[src/rtl/prog_loader.sv]
// prog_loader
//
// Loads a framed program image into the CPU's instruction memory. The input
// is a stream of 16-bit halfwords on a valid/ready handshake:
//   header N (word count), then 2N payload halfwords (high half first),
//   then one checksum halfword (XOR of all payload halfwords).
// Pairs of payload halfwords become 32-bit words that are written to the
// instruction memory at addresses 0..N-1. The CPU is held in reset
// throughout a load and is released only after a matching checksum.
//
// Ports:
//   clk_i          system clock, all state on the rising edge
//   sys_rest_i     asynchronous active-high reset
//   start_i        single-cycle pulse, begins a load from IDLE/DONE/ERR
//   din_i          program stream halfword
//   din_valid_i    din_i carries a halfword
//   din_ready_o    loader accepts din_i this cycle (state decode only)
//   imem_we_o      instruction memory write strobe, one cycle per word
//   imem_addr_o    instruction memory write address
//   imem_wdata_o   instruction word to write
//   cpu_rest_o     reset to the CPU core, 1 = held in reset
//   busy_o         load in progress
//   done_o         last load completed with a good checksum
//   err_o          last load failed (bad length or checksum)
//
// States:
//   IDLE | waiting for the first start after reset
//   HDR  | expecting the header halfword (word count N)
//   HI   | expecting the high half of the current word
//   LO   | expecting the low half; the word is written on this transfer
//   CHK  | expecting the checksum halfword
//   DONE | load good, CPU released
//   ERR  | load failed, CPU held in reset

module prog_loader #(
    parameter int DEPTH = 16,
    parameter int AW    = 4
) (
    input  logic          clk_i,
    input  logic          sys_rest_i,
    input  logic          start_i,
    input  logic [15:0]   din_i,
    input  logic          din_valid_i,
    output logic          din_ready_o,
    output logic          imem_we_o,
    output logic [AW-1:0] imem_addr_o,
    output logic [31:0]   imem_wdata_o,
    output logic          cpu_rest_o,
    output logic          busy_o,
    output logic          done_o,
    output logic          err_o
);

    typedef enum logic [2:0] {
        S_IDLE,
        S_HDR,
        S_HI,
        S_LO,
        S_CHK,
        S_DONE,
        S_ERR
    } state_t;

    localparam logic [15:0] DEPTH_HW = 16'(DEPTH);
    localparam logic [AW:0] ONE_IDX  = {{AW{1'b0}}, 1'b1};

    state_t        state_q, state_d;
    // Word count and index are one bit wider than the address so that a
    // full-depth load (N = DEPTH) is representable and never wraps.
    logic [AW:0]   n_q, n_d;
    logic [AW:0]   idx_q, idx_d;
    logic [15:0]   upper_q, upper_d;
    logic [15:0]   acc_q, acc_d;
    logic          we_q, we_d;
    logic [AW-1:0] addr_q, addr_d;
    logic [31:0]   wdata_q, wdata_d;

    logic          in_load;
    logic          xfer;

    // Ready is a pure decode of the state register, so there is no
    // combinational path from din_valid_i to din_ready_o.
    assign in_load = (state_q == S_HDR) || (state_q == S_HI) ||
                     (state_q == S_LO)  || (state_q == S_CHK);
    assign xfer    = in_load & din_valid_i;

    always_ff @(posedge clk_i or posedge sys_rest_i) begin
        if (sys_rest_i) begin
            state_q <= S_IDLE;
            n_q     <= '0;
            idx_q   <= '0;
            upper_q <= '0;
            acc_q   <= '0;
            we_q    <= 1'b0;
            addr_q  <= '0;
            wdata_q <= '0;
        end else begin
            state_q <= state_d;
            n_q     <= n_d;
            idx_q   <= idx_d;
            upper_q <= upper_d;
            acc_q   <= acc_d;
            we_q    <= we_d;
            addr_q  <= addr_d;
            wdata_q <= wdata_d;
        end
    end

    always_comb begin
        state_d = state_q;
        n_d     = n_q;
        idx_d   = idx_q;
        upper_d = upper_q;
        acc_d   = acc_q;
        we_d    = 1'b0;
        addr_d  = addr_q;
        wdata_d = wdata_q;

        case (state_q)
            S_IDLE: begin
                if (start_i) state_d = S_HDR;
            end
            S_HDR: begin
                if (xfer) begin
                    if ((din_i != 16'd0) && (din_i <= DEPTH_HW)) begin
                        n_d     = din_i[AW:0];
                        idx_d   = '0;
                        acc_d   = '0;
                        state_d = S_HI;
                    end else begin
                        state_d = S_ERR;
                    end
                end
            end
            S_HI: begin
                if (xfer) begin
                    upper_d = din_i;
                    acc_d   = acc_q ^ din_i;
                    state_d = S_LO;
                end
            end
            S_LO: begin
                if (xfer) begin
                    acc_d   = acc_q ^ din_i;
                    we_d    = 1'b1;
                    addr_d  = idx_q[AW-1:0];
                    wdata_d = {upper_q, din_i};
                    if (idx_q == (n_q - ONE_IDX)) begin
                        state_d = S_CHK;
                    end else begin
                        idx_d   = idx_q + ONE_IDX;
                        state_d = S_HI;
                    end
                end
            end
            S_CHK: begin
                if (xfer) begin
                    if (din_i == acc_q) state_d = S_DONE;
                    else                state_d = S_ERR;
                end
            end
            S_DONE: begin
                if (start_i) state_d = S_HDR;
            end
            S_ERR: begin
                if (start_i) state_d = S_HDR;
            end
            default: begin
                state_d = S_IDLE;
            end
        endcase
    end

    assign din_ready_o  = in_load;
    assign busy_o       = in_load;
    assign done_o       = (state_q == S_DONE);
    assign err_o        = (state_q == S_ERR);
    assign cpu_rest_o   = (state_q != S_DONE);
    assign imem_we_o    = we_q;
    assign imem_addr_o  = addr_q;
    assign imem_wdata_o = wdata_q;

endmodule

[config.mk]
export PLATFORM = sky130hd
export DESIGN_NAME = prog_loader
export DESIGN_NICKNAME = d
export VERILOG_FILES = /design/src/rtl/prog_loader.sv
export SDC_FILE = /design/constraint.sdc
export NUM_CORES = 1
export LEC_CHECK = 0
export CORE_UTILIZATION = 40
export DETAILED_ROUTE_END_ITERATION = 10
export PLACE_DENSITY = 0.66
export SLEW_MARGIN = 40
export SYNTH_ARGS = -nofsm -noshare
export SYNTH_HDL_FRONTEND = slang
export SYNTH_SLANG_ARGS = --single-unit
export TNS_END_PERCENT = 5
[constraint.sdc]
create_clock -name clk_i -period 5.8 [get_ports clk_i]
set_clock_uncertainty 0.2 [all_clocks]
set_input_delay 1.16 -clock clk_i [delete_from_list [all_inputs] [get_ports clk_i]]
set_output_delay 1.16 -clock clk_i [all_outputs]
set_load 0.03 [all_outputs]
==> metrics.log <==
INFO  metric result_of_the_run = finished, final reports clean
INFO  metric power_density = 539 nW/um^2
INFO  metric cts.sinks = just over 80
INFO  metric route.final.wire_length = 7930 um
INFO  metric htree_levels = 3
INFO  metric routedWlPerCell = about 16 um
INFO  metric via_count_of_the_routed_design = 2,670
INFO  metric grt-busiest-layer = met2
INFO  metric antenna-diode-count = 0
INFO  metric timing.final.ws_setup = 2.11 ns
INFO  metric clk_root_buffer_cell = sky130_fd_sc_hd__clkbuf_8
INFO  metric antenna_found_initial = 0
INFO  metric iteration_count_of_the_initial_detailed_routing_pass = 4
INFO  metric syn_area_per_cell = around 11 um^2
INFO  metric holdCritPathClass = register to register
INFO  metric period_minus_slack = roughly 3.7 ns
INFO  metric detailedPlacementHpwl = between 5000 and 6000 um
INFO  metric cts_resized = 0
INFO  metric synthesis.instances = 330
INFO  metric cp_max_fo = 16
INFO  metric netlist.area_leader.share = 0.545
INFO  metric setup.worst_path.start_class = input pin
INFO  metric synth_cell_types = 36
INFO  metric synth_flop_cell = sky130_fd_sc_hd__dfrtp_1
INFO  metric synth-seq-area-share = 0.545
INFO  metric tcrit_tclk_final = 0.636
INFO  metric clock_latency = between 0.3 and 0.4 ns
INFO  metric path_buf_inv = 1
INFO  metric route.antenna.remaining_nets = 0
INFO  metric syn2layout_area_growth = 24.0%
INFO  metric grt_setup_unrepaired = false
INFO  metric tritoncts_clock_tree = built
INFO  metric synth_warnings = 0
INFO  metric cell_area_after_synthesis = around 3800 um^2
INFO  metric grt_pass1_wl = roughly 14,000 um
INFO  metric design.core.area = about 9000 um^2
INFO  metric fillerInstances = approximately 840
INFO  metric fmax = around 270 MHz
INFO  metric count_leader_synth = sky130_fd_sc_hd__dfrtp_1
INFO  metric global_routing_met2_resource_utilization = 0.285
INFO  metric die_w = ~100 um
INFO  metric die_area = 9810 um^2
INFO  metric clk_pin_slew = 0.09 ns
INFO  metric drcViolationCount = 0
INFO  metric detail_route.vias_per_cell = 5.28
INFO  metric std_cell_rows = 35
INFO  metric holdBufCountCts = 0
INFO  metric maxCapViolations = 0
INFO  metric critPathRequiredTime = just under 6 ns
INFO  metric synth_top_cells_by_count = 82 x sky130_fd_sc_hd__dfrtp_1, 59 x sky130_fd_sc_hd__mux2_2, 26 x sky130_fd_sc_hd__nand2_1, 26 x sky130_fd_sc_hd__nor2_1, 20 x sky130_fd_sc_hd__o21ai_1
INFO  metric synth_top_cell_by_area = sky130_fd_sc_hd__dfrtp_1
INFO  metric slew_viol_final = 0
INFO  metric setup.worst_path.end_class = register
INFO  metric detailedRoute.firstIterationViolations = roughly 110
INFO  metric global_route.overflow_total = 0
INFO  metric global_route.usage.met1 = 0.234
INFO  metric cp.arrival = about 3.7 ns
INFO  metric setup-tns-final = 0 ns
INFO  metric start_util = 0.410
INFO  metric final_layout_size_suffix_gt1_frac = 0.213
INFO  metric timing.final.hold_violations = 0
INFO  metric post_synth_main_area_contributors = sky130_fd_sc_hd__dfrtp_1 54%, sky130_fd_sc_hd__mux2_2 18%, sky130_fd_sc_hd__xor2_1 2.8%
INFO  metric finalSetupViolations = 0
INFO  metric io_buffers = 61
INFO  metric synthesis.nets = roughly 350
INFO  metric path_delay_family = simple AND/OR/NAND/NOR gates
INFO  metric die_height = approximately 99 um
INFO  metric crit_path_frequent_cell = sky130_fd_sc_hd__o21ai_0
INFO  metric ios = 62
INFO  metric cts_inserted_buffers = 9
INFO  metric tightestPinTransition = between 0.7 and 0.8 ns
INFO  metric grt_pass1_vias = 2,680
INFO  metric p_leak = 1.98 nW
INFO  metric crit_chain = clkdlybuf4s50_1 -> or4_4 -> o31a_1 -> or4_1 -> o21ai_0 -> o21ai_0
INFO  metric cts_setup_buffers = 0
INFO  metric finalNetCount = 412
INFO  metric ir_drop = 0.252 mV
INFO  metric use_met3 = 0.0532
INFO  metric max_stage_delay = a little under 0.8 ns
INFO  metric ys_seq_elements = just over 80
INFO  metric slew_headroom = 0.520
INFO  metric finalWeightedCongestion = approximately 0.81
INFO  metric synth-async-reset-ratio = 1.00
INFO  metric track_usage = 0.178
INFO  metric clk_path_buf_depth = 2
INFO  metric grt_max_degree = 52
INFO  metric worst_path_cell_with_the_longest_stage_delay = sky130_fd_sc_hd__or4_1
INFO  metric preCtsSetupSlack = 1.73 ns
INFO  metric synth_edf_count = 0
INFO  metric worstSetupPathType = input pin to register
[area by class of cell]
class                           instances  area (um^2)  area share
Sequential cell                        82         2050       0.439
Multi-Input combinational cell        224         1630       0.349
Timing Repair Buffer                   63          626       0.134
Tap cell                              111          139      0.0297
Clock buffer                            9          124      0.0265
Clock inverter                          7         60.1      0.0129
Inverter                               10         42.5     0.00911
[registers in the layout (all words and copies together) (netlist names)]
| register | flops |
|---|---|
| acc_q | 16 |
| idx_q | 5 |
| imem_addr_o | 4 |
| imem_wdata_o | 32 |
| imem_we_o | 1 |
| n_q | 5 |
| state_q | 3 |
| upper_q | 16 |
[through the flow]
| step | total power [mW] | std cells | hold WS, ns | instance area, um^2 | util |
|---|---|---|---|---|---|
| floorplan | 1.73 | 330 | 0.260 | 3770 | - |
| global placement | 2.11 | 490 | 0.274 | 4470 | 0.486 |
| detailed placement | 2.14 | 490 | 0.278 | 4480 | 0.488 |
| CTS | 2.55 | 506 | 0.295 | 4670 | 0.508 |
| global route | 2.68 | 506 | 0.323 | 4670 | 0.508 |
| finish | 2.52 | 506 | 0.291 | 4670 | 0.508 |
[logic make-up (layout without fill, tap and decap cells)]
family / Yosys count / after routing / share of synthesized area
xor gates and xnor gates: 19 / 19 / 0.0442
adders and majority gates: 2 / 2 / 0.00664
and+or+nand+nor: 90 / 90 / 0.115
DFF: 82 / 82 / 0.545
muxes: 60 / 60 / 0.179
buffers and inverters: 24 / 89 / 0.0279
AOI/OAI and AO/OA: 53 / 53 / 0.0824
[final timing paths]
kind / start / end / slack, ns / depth (start not counted)
max in group asynchronous: sys_rest_i / upper_q[2]$_DFFE_PP0P_ / 3.66 / 3
setup / recovery: din_i[5] / acc_q[12]$_DFFE_PP0P_ / 2.11 / 6
hold / removal: acc_q[8]$_DFFE_PP0P_ / acc_q[8]$_DFFE_PP0P_ / 0.29 / 1
hold reg to reg: acc_q[8]$_DFFE_PP0P_ / acc_q[8]$_DFFE_PP0P_ / 0.29 / 1
min in group asynchronous: sys_rest_i / imem_addr_o[0]$_DFFE_PP0P_ / 0.96 / 2
setup reg to reg: state_q[1]$_DFFE_PP0P_ / upper_q[1]$_DFFE_PP0P_ / 2.99 / 6
[routing by layer]
layer  vias to the layer above  part of all wire
li1                       1273                 -
met2                        52              0.48
met1                      1333              0.46
met5                         -                 0
met3                        12             0.041
met4                         0             0.016
[power by group]
part	total, mW	internal (mW)	leakage [nW]	switching, mW
registers	1.00	0.828	0.974	0.173
logic	1.12	0.537	0.912	0.581
clock network	0.396	0.164	0.0901	0.233
[cell usage in the layout, fill, tap and decap left out, types with 2 or more instances in the layout]
cell type	instances
sky130_fd_sc_hd__inv_6	2
sky130_fd_sc_hd__o221ai_1	2
sky130_fd_sc_hd__nor2_2	2
sky130_fd_sc_hd__a21oi_1	2
sky130_fd_sc_hd__buf_4	2
sky130_fd_sc_hd__o21ai_1	20
sky130_fd_sc_hd__o21ai_0	16
sky130_fd_sc_hd__nand2_1	26
sky130_fd_sc_hd__o211ai_1	2
sky130_fd_sc_hd__xnor2_1	7
sky130_fd_sc_hd__xor2_1	12
sky130_fd_sc_hd__clkbuf_8	9
sky130_fd_sc_hd__nor4_1	7
sky130_fd_sc_hd__nor2_1	24
sky130_fd_sc_hd__clkdlybuf4s50_1	61
sky130_fd_sc_hd__inv_1	9
sky130_fd_sc_hd__dfrtp_1	82
sky130_fd_sc_hd__nand2b_1	10
sky130_fd_sc_hd__and3_1	2
sky130_fd_sc_hd__ha_1	2
sky130_fd_sc_hd__clkinvlp_4	2
sky130_fd_sc_hd__nand3_1	3
sky130_fd_sc_hd__a21o_1	3
sky130_fd_sc_hd__mux2_2	59
sky130_fd_sc_hd__inv_8	2
sky130_fd_sc_hd__nand4_1	5
sky130_fd_sc_hd__a211oi_1	2
sky130_fd_sc_hd__nor3_1	5
sky130_fd_sc_hd__nor2b_1	2
Note: power is estimated with default switching activity, not from simulation.
